File: config.mk
export PLATFORM = sky130hd
export DESIGN_NAME = esp_uart_tx
export DESIGN_NICKNAME = d
export VERILOG_FILES = /design/src/rtl/esp_uart_pkg.sv /design/src/rtl/esp_uart_fifo.sv /design/src/rtl/esp_uart_tx.sv
export SDC_FILE = /design/constraint.sdc
export NUM_CORES = 1
export LEC_CHECK = 0
export CAP_MARGIN = 20
export CORE_MARGIN = 2
export CORE_UTILIZATION = 50
export CTS_CLUSTER_DIAMETER = 80
export CTS_CLUSTER_SIZE = 8
export DETAILED_ROUTE_END_ITERATION = 8
export PLACE_DENSITY = 0.68
export SYNTH_ARGS = -nofsm -noshare
export SYNTH_HDL_FRONTEND = slang
export SYNTH_SLANG_ARGS = --single-unit
File: constraint.sdc
create_clock -name clk -period 4.55 [get_ports clk]
set_input_delay 0.6825 -clock clk [delete_from_list [all_inputs] [get_ports clk]]
set_output_delay 0.6825 -clock clk [all_outputs]
set_load 0.01 [all_outputs]
File: src/rtl/esp_uart_pkg.sv
// esp_uart_pkg: constants shared by the ESP32 UART transmit and receive paths.
// Holds the bit timing, the frame format (8N1) and the transmit FSM state encoding.
package esp_uart_pkg;

    // Clocks per bit. The receiver's 3-bit timing counter samples at count 4.
    localparam int unsigned CLKS_PER_BIT = 8;

    // Frame format: one start bit, DATA_BITS data bits LSB first, STOP_BITS stop bits.
    localparam int unsigned DATA_BITS = 8;
    localparam int unsigned STOP_BITS = 1;

    // Transmit FSM state encoding.
    localparam logic [2:0] ST_IDLE     = 3'd0;
    localparam logic [2:0] ST_START    = 3'd1;
    localparam logic [2:0] ST_DATA     = 3'd2;
    localparam logic [2:0] ST_STOP     = 3'd3;
    localparam logic [2:0] ST_BREAK    = 3'd4;
    localparam logic [2:0] ST_BRK_IDLE = 3'd5;

endpackage

File: src/rtl/esp_uart_fifo.sv
// esp_uart_fifo: synchronous byte FIFO, depth 2**AW.
// Ports:
//   clk, rst   clock, asynchronous active-high reset
//   push_i     write request; accepted when not full, or when full and popping the same cycle
//   wdata_i    byte to write
//   pop_i      read request; ignored when empty
//   rdata_o    head entry (valid while not empty)
//   full_o     occupancy == depth
//   empty_o    occupancy == 0
//   count_o    occupancy 0..2**AW, registered
module esp_uart_fifo #(
    parameter int unsigned AW = 3
) (
    input  logic          clk,
    input  logic          rst,
    input  logic          push_i,
    input  logic [7:0]    wdata_i,
    input  logic          pop_i,
    output logic [7:0]    rdata_o,
    output logic          full_o,
    output logic          empty_o,
    output logic [AW:0]   count_o
);

    localparam int unsigned Depth      = 2 ** AW;
    localparam logic [AW:0] FULL_COUNT = {1'b1, {AW{1'b0}}};

    logic [7:0]    mem_q [Depth];
    logic [AW-1:0] wptr_q, wptr_d;
    logic [AW-1:0] rptr_q, rptr_d;
    logic [AW:0]   count_q, count_d;
    logic          push_ok, pop_ok;

    assign full_o  = (count_q == FULL_COUNT);
    assign empty_o = (count_q == '0);
    assign count_o = count_q;
    assign rdata_o = mem_q[rptr_q];

    // A push into a full FIFO is still taken when the head leaves on the same edge.
    assign pop_ok  = pop_i && !empty_o;
    assign push_ok = push_i && (!full_o || pop_ok);

    always_comb begin
        wptr_d  = wptr_q;
        rptr_d  = rptr_q;
        count_d = count_q;
        if (push_ok) begin
            wptr_d = wptr_q + 1'b1;
        end
        if (pop_ok) begin
            rptr_d = rptr_q + 1'b1;
        end
        case ({push_ok, pop_ok})
            2'b10:   count_d = count_q + 1'b1;
            2'b01:   count_d = count_q - 1'b1;
            default: count_d = count_q;
        endcase
    end

    always_ff @(posedge clk or posedge rst) begin
        if (rst) begin
            wptr_q  <= '0;
            rptr_q  <= '0;
            count_q <= '0;
        end else begin
            wptr_q  <= wptr_d;
            rptr_q  <= rptr_d;
            count_q <= count_d;
        end
    end

    // Storage needs no reset: entries are only read after being written.
    always_ff @(posedge clk) begin
        if (push_ok) begin
            mem_q[wptr_q] <= wdata_i;
        end
    end

endmodule

File: src/rtl/esp_uart_tx.sv
// esp_uart_tx: 8N1 UART transmitter toward the ESP32, with TX FIFO, CTS flow control
// and break generation.
// Ports:
//   clk, rst      clock, asynchronous active-high reset
//   tx_data       byte to queue
//   tx_valid      write strobe; byte pushed on the edge where tx_valid && tx_ready
//   tx_ready      FIFO not full
//   tx_overflow   one-cycle pulse per write rejected because the FIFO was full
//   send_break    level request for a break
//   uart_cts_n    asynchronous active-low clear-to-send from the ESP32
//   uart_txd      registered serial output, idle high
//   busy          FSM not idle or FIFO non-empty
//   fifo_count    FIFO occupancy
module esp_uart_tx
    import esp_uart_pkg::*;
#(
    parameter int unsigned CLKS_PER_BIT = esp_uart_pkg::CLKS_PER_BIT,
    parameter int unsigned FIFO_AW      = 3,
    parameter int unsigned BREAK_BITS   = 12
) (
    input  logic               clk,
    input  logic               rst,
    input  logic [7:0]         tx_data,
    input  logic               tx_valid,
    output logic               tx_ready,
    output logic               tx_overflow,
    input  logic               send_break,
    input  logic               uart_cts_n,
    output logic               uart_txd,
    output logic               busy,
    output logic [FIFO_AW:0]   fifo_count
);

    // One down-counter times bits, stop bits and the break; sized for the longest.
    localparam int unsigned TW = $clog2(CLKS_PER_BIT * BREAK_BITS);
    localparam int unsigned BW = $clog2(DATA_BITS);

    localparam logic [TW-1:0] BIT_RELOAD  = TW'(CLKS_PER_BIT - 1);
    localparam logic [TW-1:0] STOP_RELOAD = TW'(STOP_BITS * CLKS_PER_BIT - 1);
    localparam logic [TW-1:0] BRK_RELOAD  = TW'(BREAK_BITS * CLKS_PER_BIT - 1);
    localparam logic [BW-1:0] LAST_BIT    = BW'(DATA_BITS - 1);

    logic [2:0]    state_q, state_d;
    logic [TW-1:0] timer_q, timer_d;
    logic [BW-1:0] bit_q, bit_d;
    logic [7:0]    shift_q, shift_d;
    logic          txd_q, txd_d;
    logic          break_req_q, break_req_d;
    logic          overflow_q, overflow_d;
    logic          cts_meta_q, cts_sync_q;

    logic          fifo_pop;
    logic [7:0]    fifo_rdata;
    logic          fifo_full;
    logic          fifo_empty;
    logic          launch;

    esp_uart_fifo #(
        .AW(FIFO_AW)
    ) u_fifo (
        .clk     (clk),
        .rst     (rst),
        .push_i  (tx_valid),
        .wdata_i (tx_data),
        .pop_i   (fifo_pop),
        .rdata_o (fifo_rdata),
        .full_o  (fifo_full),
        .empty_o (fifo_empty),
        .count_o (fifo_count)
    );

    // CTS synchronizer; resets to "not clear".
    always_ff @(posedge clk or posedge rst) begin
        if (rst) begin
            cts_meta_q <= 1'b1;
            cts_sync_q <= 1'b1;
        end else begin
            cts_meta_q <= uart_cts_n;
            cts_sync_q <= cts_meta_q;
        end
    end

    always_comb begin
        state_d  = state_q;
        timer_d  = timer_q;
        bit_d    = bit_q;
        shift_d  = shift_q;
        txd_d    = txd_q;
        fifo_pop = 1'b0;
        launch   = 1'b0;

        case (state_q)
            ST_IDLE: begin
                launch = 1'b1;
            end
            ST_START: begin
                if (timer_q == '0) begin
                    state_d = ST_DATA;
                    timer_d = BIT_RELOAD;
                    bit_d   = '0;
                    txd_d   = shift_q[0];
                end else begin
                    timer_d = timer_q - 1'b1;
                end
            end
            ST_DATA: begin
                if (timer_q == '0) begin
                    timer_d = BIT_RELOAD;
                    if (bit_q == LAST_BIT) begin
                        state_d = ST_STOP;
                        timer_d = STOP_RELOAD;
                        txd_d   = 1'b1;
                    end else begin
                        bit_d   = bit_q + 1'b1;
                        shift_d = shift_q >> 1;
                        txd_d   = shift_q[1];
                    end
                end else begin
                    timer_d = timer_q - 1'b1;
                end
            end
            ST_STOP: begin
                // End of stop bit decides like IDLE so back-to-back frames have no gap.
                if (timer_q == '0) begin
                    launch = 1'b1;
                end else begin
                    timer_d = timer_q - 1'b1;
                end
            end
            ST_BREAK: begin
                // Timer parks at zero while the request is still held.
                if (timer_q == '0) begin
                    if (!send_break) begin
                        state_d = ST_BRK_IDLE;
                        timer_d = BIT_RELOAD;
                        txd_d   = 1'b1;
                    end
                end else begin
                    timer_d = timer_q - 1'b1;
                end
            end
            ST_BRK_IDLE: begin
                if (timer_q == '0) begin
                    state_d = ST_IDLE;
                    txd_d   = 1'b1;
                end else begin
                    timer_d = timer_q - 1'b1;
                end
            end
            default: begin
                state_d = ST_IDLE;
                txd_d   = 1'b1;
            end
        endcase

        if (launch) begin
            if (send_break || break_req_q) begin
                state_d = ST_BREAK;
                timer_d = BRK_RELOAD;
                txd_d   = 1'b0;
            end else if (!fifo_empty && !cts_sync_q) begin
                fifo_pop = 1'b1;
                shift_d  = fifo_rdata;
                state_d  = ST_START;
                timer_d  = BIT_RELOAD;
                txd_d    = 1'b0;
            end else begin
                state_d = ST_IDLE;
                txd_d   = 1'b1;
            end
        end

        // Remember a break request raised mid-frame, even a one-cycle pulse.
        break_req_d = break_req_q || (send_break && (state_q != ST_BREAK));
        if ((state_d == ST_BREAK) && (state_q != ST_BREAK)) begin
            break_req_d = 1'b0;
        end

        overflow_d = tx_valid && fifo_full && !fifo_pop;
    end

    always_ff @(posedge clk or posedge rst) begin
        if (rst) begin
            state_q     <= ST_IDLE;
            timer_q     <= '0;
            bit_q       <= '0;
            shift_q     <= '0;
            txd_q       <= 1'b1;
            break_req_q <= 1'b0;
            overflow_q  <= 1'b0;
        end else begin
            state_q     <= state_d;
            timer_q     <= timer_d;
            bit_q       <= bit_d;
            shift_q     <= shift_d;
            txd_q       <= txd_d;
            break_req_q <= break_req_d;
            overflow_q  <= overflow_d;
        end
    end

    assign uart_txd    = txd_q;
    assign tx_ready    = !fifo_full;
    assign tx_overflow = overflow_q;
    assign busy        = (state_q != ST_IDLE) || !fifo_empty;

endmodule
==> summary.txt, run 1 <==
slowest cell delay on critical path = 0.90 ns
gpl congestion = 0.819
Area contributors post-synth = edfxtp_1, dfrtp_1, mux4_2, nand2_1, ha_1
worst setup path class = flop to output port
peak supply drop = 249 µV
die width = 100 µm
cell family with most CP delay = buffers and inverters
Synth Net Count = 366
cell chain of the critical path = clkinv_1, nand3_1, clkdlybuf4s50_1
P_int = 1.69 mW
design area = 5120 µm²
vias per cell = 5.94
Pre-antenna DRT Iters = 6
CTS Buf Count = 9
minimum clock period = 3.21 ns
synthesized area per cell = 13.4 µm²
commonest non-fill, non-tap cell in the layout = edfxtp_1
Buffers on Ports = 20
Power Density = 495 nW/µm²
Combinational Power Share = 0.266
Yosys reg bits = 100
crit end category = output port
final core utilization = 0.562
antenna fix cells = 0
clock slew at reported path FFs = 0.10 ns
number of DRC markers in iteration 0 = 139
Leakage Power = 1.82 nW
FMAX = 0.311 GHz
Crit-path slowest cell = dfrtp_1
Fillers = 731
r2r setup slk = 1.64 ns
Buf/Inv on CP = 2
chip height = 100 µm
Slew headroom = 0.441
# IOs = 21
WL/cell = 18.9 µm
post-synthesis sequential area ratio = 0.611
share of the synthesized area in the top cell type = 0.415
DP HPWL = 6260 µm
vias in the first global route = 2,872
overall routed net length = 9040 µm
Hold Path Class = flop to flop
Area after DPL = 4910 µm²
Hold Vio Cnt, Final = 0
placed cell count = 461
Synth async-reset ratio = 0.360
count of cell types in the netlist = 57
postcts setup bufs = 0
sequential share of power = 0.526
setup_tns = 0 ns
standard-cell row count = 35
Clock Skew = 0.00740 ns
GRT Overall Usage = 0.199
Switching Fraction = 0.334
final-report max-slew violation count = 0
Startpoint Class = flop
fin crit share = 0.706
net switching power = 0.847 mW
most frequent cells in the layout = edfxtp_1, nand2_1, dfrtp_1, nor2_1, clkdlybuf4s50_1
CP Data Required Time = 3.87 ns
via count = 2,837
Layout area overhead = 10.6%
Initial Utilization = 0.508
Worst Tran Pin Value = 0.839 ns
Post-CTS Resized = 0
RSZ-0062 raised after global routing = false
clock root cell = clkbuf_8
count of final setup violators = 0
outcome = complete, no violations
initial antenna violation count = 0
CP max FO = 25
Max-Cap Viols = 0
post-route ant nets = 0
Max H-tree Level = 3
largest net degree at the start of global routing = 37
detailed-route DRC error count = 0
Std-Cell Core Area = 9110 µm²
cell taking the most area after synthesis = edfxtp_1
Max clock buf depth = 2
die area = 10,000 µm²
nets = 383
Mapped Cells = 345
clock network fraction of total power = 0.208
Mapped Area = 4630 µm²
GR Overflow Total = 0
share of cells above drive strength 1 = 0.153
Hold-fix buffers, CTS = 0
non-filler cells, final = 478
number of flops mapped to enable cells by yosys = 64
critical path arrival = 2.53 ns
clk sinks = 100
CTS tree = yes
latest clock arrival within the worst-skew pair = 0.36 ns
main flop type after synthesis = edfxtp_1
first-pass GRT wire length = 15,100 µm
synth warn = 0
-- power by group through the flow --
stage	clock, mW	sequential (mW)	combinational (mW)
2_1_floorplan	0	1.26	0.559
3_3_place_gp	0	1.35	0.646
3_5_place_dp	0	1.36	0.669
4_1_cts	0.541	1.34	0.675
5_1_grt	0.583	1.36	0.760
6_report	0.527	1.33	0.674
-- layer usage --
| layer | GRT usage | wire length (µm) | vias to the layer above |
|---|---|---|---|
| met5 | 0 | 0 | - |
| met4 | 0.0569 | 114 | 0 |
| met3 | 0.0397 | 319 | 10 |
| met2 | 0.313 | 4430 | 56 |
| met1 | 0.283 | 4170 | 1416 |
| li1 | - | - | 1355 |
-- state kept, by name, indices dropped and copies added, names as in the netlist, 3 cells and up --
signal,count
u_fifo.wptr_q,3
u_fifo.mem_q,64
state_q,3
bit_q,3
timer_q,7
u_fifo.rptr_q,3
u_fifo.count_o,4
shift_q,8
-- worst reg2reg max path, stage by stage, from the launching register on --
cell and delay, ns:
dfrtp_1 0.45, inv_1 0.10, ha_1 0.17, nor3b_4 0.36, a41oi_2 0.29, nand2b_1 0.23, buf_4 0.22, nor2_1 0.13
xor2_1 0.16, ha_1 0.20, nor3_1 0.06, nand3b_1 0.13, a21oi_1 0.08, a31o_2 0.21
-- kinds of logic after synthesis --
family                     count (synthesis)  synth area share
muxes                                     27             0.103
xor gates and xnor gates                   9            0.0170
and+or+nand+nor                          109             0.122
buffers and inverters                     30            0.0297
adders and majority gates                  8            0.0216
AOI/OAI and AO/OA                         62            0.0957
DFF                                      100             0.611
-- per-stage QoR --
step / worst slack [ns] / total power, mW / hold slack, ns
final: 1.34 / 2.54 / 0.369
after global routing: 1.15 / 2.71 / 0.376
after CTS: 1.33 / 2.55 / 0.369
after detailed placement: 1.22 / 2.03 / 0.354
after global placement: 1.27 / 1.99 / 0.347
after floorplan: 1.70 / 1.82 / 0.345
-- area by class of cell --
type	instances	area (µm²)	share of cell area
Timing Repair Buffer	27	273	0.0533
Multi-Input combinational cell	215	1660	0.325
Inverter	9	33.8	0.00660
Sequential cell	100	2830	0.552
Clock buffer	9	124	0.0242
Clock inverter	7	57.6	0.0112
Tap cell	111	139	0.0271
-- synth_stat cells (all sizes together) (2+ instances only) --
| cell type | instances |
|---|---|
| dfstp | 3 |
| xor2 | 3 |
| dfrtp | 33 |
| buf | 9 |
| nand3b | 2 |
| a21oi | 10 |
| nor3b | 2 |
| mux2 | 4 |
| nand2b | 4 |
| a211oi | 10 |
| nand4 | 3 |
| nor2b | 8 |
| xnor2 | 6 |
| o211ai | 3 |
| or2 | 2 |
| a221oi | 2 |
| a22o | 3 |
| nand3 | 8 |
| ha | 8 |
| o2bb2ai | 3 |
| inv | 8 |
| nor3 | 9 |
| edfxtp | 64 |
| o31ai | 2 |
| a31oi | 10 |
| or3 | 5 |
| nor2 | 21 |
| nand2 | 38 |
| nor4 | 2 |
| mux4 | 16 |
| mux2i | 7 |
| o21ai | 7 |
| clkbuf | 12 |
| a211o | 2 |
-- path summary, 6_finish.rpt --
path	from	end	depth (start not counted)
max	state_q[2]	busy	3
min	cts_meta_q	cts_sync_q	0
max reg2reg	timer_q[0]	u_fifo.count_o[2]	13
min reg2reg	cts_meta_q	cts_sync_q	0
max in group asynchronous	rst	uart_txd	3
min in group asynchronous	rst	u_fifo.count_o[3]	3
Note: power is estimated with default switching activity, not from simulation.
==> run 2, diff against run 1 <==
==> constraint.sdc (replaced) <==
create_clock -name clk -period 3 [get_ports clk]
set_input_delay 0.45 -clock clk [delete_from_list [all_inputs] [get_ports clk]]
set_output_delay 0.45 -clock clk [all_outputs]
set_load 0.01 [all_outputs]
==> summary.txt, run 2 (synthesized netlist as in run 1, its figures left out) <==
peak supply drop = 423 µV (+70%)
Buffers on Ports = 20 (unchanged)
CTS tree = yes
R2R Path End = timer_q[0]
post-route ant nets = 0 (unchanged)
clock slew at reported path FFs = 0.10 ns (about the same)
# IOs = 21 (unchanged)
vias in the first global route = 2,851 (-0.73%)
Clock Skew = 0.0148 ns (+0.00735 ns)
count of final setup violators = 0 (unchanged)
Max H-tree Level = 3 (unchanged)
Startpoint Class = flop
reg-to-reg startpoint = timer_q[0]
Post-CTS Resized = 0 (unchanged)
Max-Cap Viols = 0 (unchanged)
latest clock arrival within the worst-skew pair = 0.36 ns (about the same)
gr busiest metal = met2
crit end category = flop
Hold Path Class = flop to flop
antenna fix cells = 0 (unchanged)
postcts setup bufs = 0 (unchanged)
clock root cell = clkbuf_8
DP HPWL = 6520 µm (+4.1%)
HP Start = cts_meta_q
chip height = 100 µm (unchanged)
dpl ws = 0.300 ns (-0.919 ns)
outcome = complete, no violations
Largest register FFs = 64 (unchanged)
Worst Tran Pin Value = 0.757 ns (-0.0814 ns)
WHS = 0.372 ns (+0.00220 ns)
die area = 10,000 µm² (unchanged)
CP Data Required Time = 3.25 ns (-0.62 ns)
detailed-route DRC error count = 0 (unchanged)
met3 usage = 0.0362 (-0.00348)
CP max FO = 13 (-48%)
Setup crit end = timer_q[0]
Hold Vio Cnt, Final = 0 (unchanged)
commonest non-fill, non-tap cell in the layout = edfxtp_1
standard-cell row count = 35 (unchanged)
CTS Buf Count = 9 (unchanged)
met1 usage = 0.285 (+0.00223)
critical path arrival = 2.97 ns (+0.44 ns)
Slew headroom = 0.495 (+0.0543)
Layout area overhead = 11.9%
cell count of the worst reg-to-reg path = 10 (-3)
clk sinks = 100 (unchanged)
GR Util met2 = 0.317 (+0.00361)
die width = 100 µm (unchanged)
r2r setup slk = 0.28 ns (-1.36 ns)
most frequent cells in the layout = edfxtp_1, nand2_1, dfrtp_1, nor2_1, clkdlybuf4s50_1
nets = 394 (+2.9%)
Power Density = 754 nW/µm² (+52%)
FMAX = 0.368 GHz
fin crit share = 0.906
initial antenna violation count = 0 (unchanged)
largest registers = u_fifo.mem_q (64), shift_q (8), timer_q (7)
first-pass GRT wire length = 15,300 µm (+0.96%)
Fillers = 740 (+1.2%)
GR Overflow Total = 0 (unchanged)
GRT Overall Usage = 0.198 (about the same)
worst setup path class = flop to flop
placed cell count = 473 (+2.6%)
gpl congestion = 0.867 (+5.8%)
RSZ-0062 raised after global routing = false
vias per cell = 5.92 (-0.32%)
largest net degree at the start of global routing = 37 (unchanged)
share of cells above drive strength 1 = 0.175 (+0.0220)
Std-Cell Core Area = 9110 µm² (unchanged)
final-report max-slew violation count = 0 (unchanged)
setup ws final = 0.281 ns (-1.06 ns)
non-filler cells, final = 489 (+2.3%)
minimum clock period = 2.72 ns
via count = 2,893 (+2.0%)
Pre-antenna DRT Iters = 4 (-2)
Leakage Power = 1.86 nW (+2.6%)
WL/cell = 19.2 µm (+1.3%)
Max clock buf depth = 2 (unchanged)
Initial Utilization = 0.508 (unchanged)
Hold-fix buffers, CTS = 0 (unchanged)
number of DRC markers in iteration 0 = 174 (+25%)
Worst Setup SP = timer_q[0]
overall routed net length = 9370 µm (+3.7%)
setup_tns = 0 ns (unchanged)
most flop-heavy register = u_fifo.mem_q
## run 2: how the worst min path moves through the flow
stage	to	slack (ns)	depth (start not counted)
detailed placement	cts_sync_q	0.36	0
global placement	cts_sync_q	0.35	0
finish	cts_sync_q	0.37	0
floorplan	cts_sync_q	0.35	0
global route	cts_sync_q	0.38	0
CTS	cts_sync_q	0.37	0
## run 2: layer usage
| metal | wire [µm] | vias up |
|---|---|---|
| met4 | 96 | 0 |
| met3 | 252 | 8 |
| li1 | - | 1372 |
| met1 | 4380 | 1469 |
| met5 | 0 | - |
| met2 | 4640 | 44 |
## run 2: power breakdown
group          switching (mW)  internal (mW)
Clock                   0.497          0.319
Combinational           0.567          0.543
Sequential              0.243           1.74
## run 2: area by class of cell
cell class                 count  area, µm²  area share
clock inverter                 6       55.1      0.0106
inverter                       9       33.8     0.00652
clock buffer                  10        128      0.0246
tap                          111        139      0.0268
timing repair buffer          38        335      0.0647
sequential                   100       2830       0.546
multi-input combinational    215       1660       0.321
## run 2: per-stage QoR
stage                      util  power [mW]  area (µm²)
after floorplan               -        2.76        4630
final                     0.569        3.90        5180
after global routing      0.569        4.14        5180
after global placement    0.549        3.06        5000
after CTS                 0.569        3.93        5180
after detailed placement  0.549        3.12        5000
## run 2: critical path: stages (launching register included)
cell,delay (ns)
dfrtp_1,0.46
inv_1,0.12
ha_1,0.18
nor3b_4,0.32
and2_1,0.37
inv_2,0.20
ha_1,0.33
a21oi_1,0.15
o21ai_0,0.10
a221oi_1,0.30
nand2_1,0.08
==> run 3, diff against run 2 <==
--- a/config.mk
+++ b/config.mk
@@ -8,9 +8,10 @@
 export CAP_MARGIN = 20
 export CORE_MARGIN = 2
 export CORE_UTILIZATION = 50
-export CTS_CLUSTER_DIAMETER = 80
+export CTS_CLUSTER_DIAMETER = 30
 export CTS_CLUSTER_SIZE = 8
 export DETAILED_ROUTE_END_ITERATION = 8
+export GPL_TIMING_DRIVEN = 1
 export PLACE_DENSITY = 0.68
 export SYNTH_ARGS = -nofsm -noshare
 export SYNTH_HDL_FRONTEND = slang
==> results of run 3 <==
Final layout, timing and power as in run 2 (identical DEF).
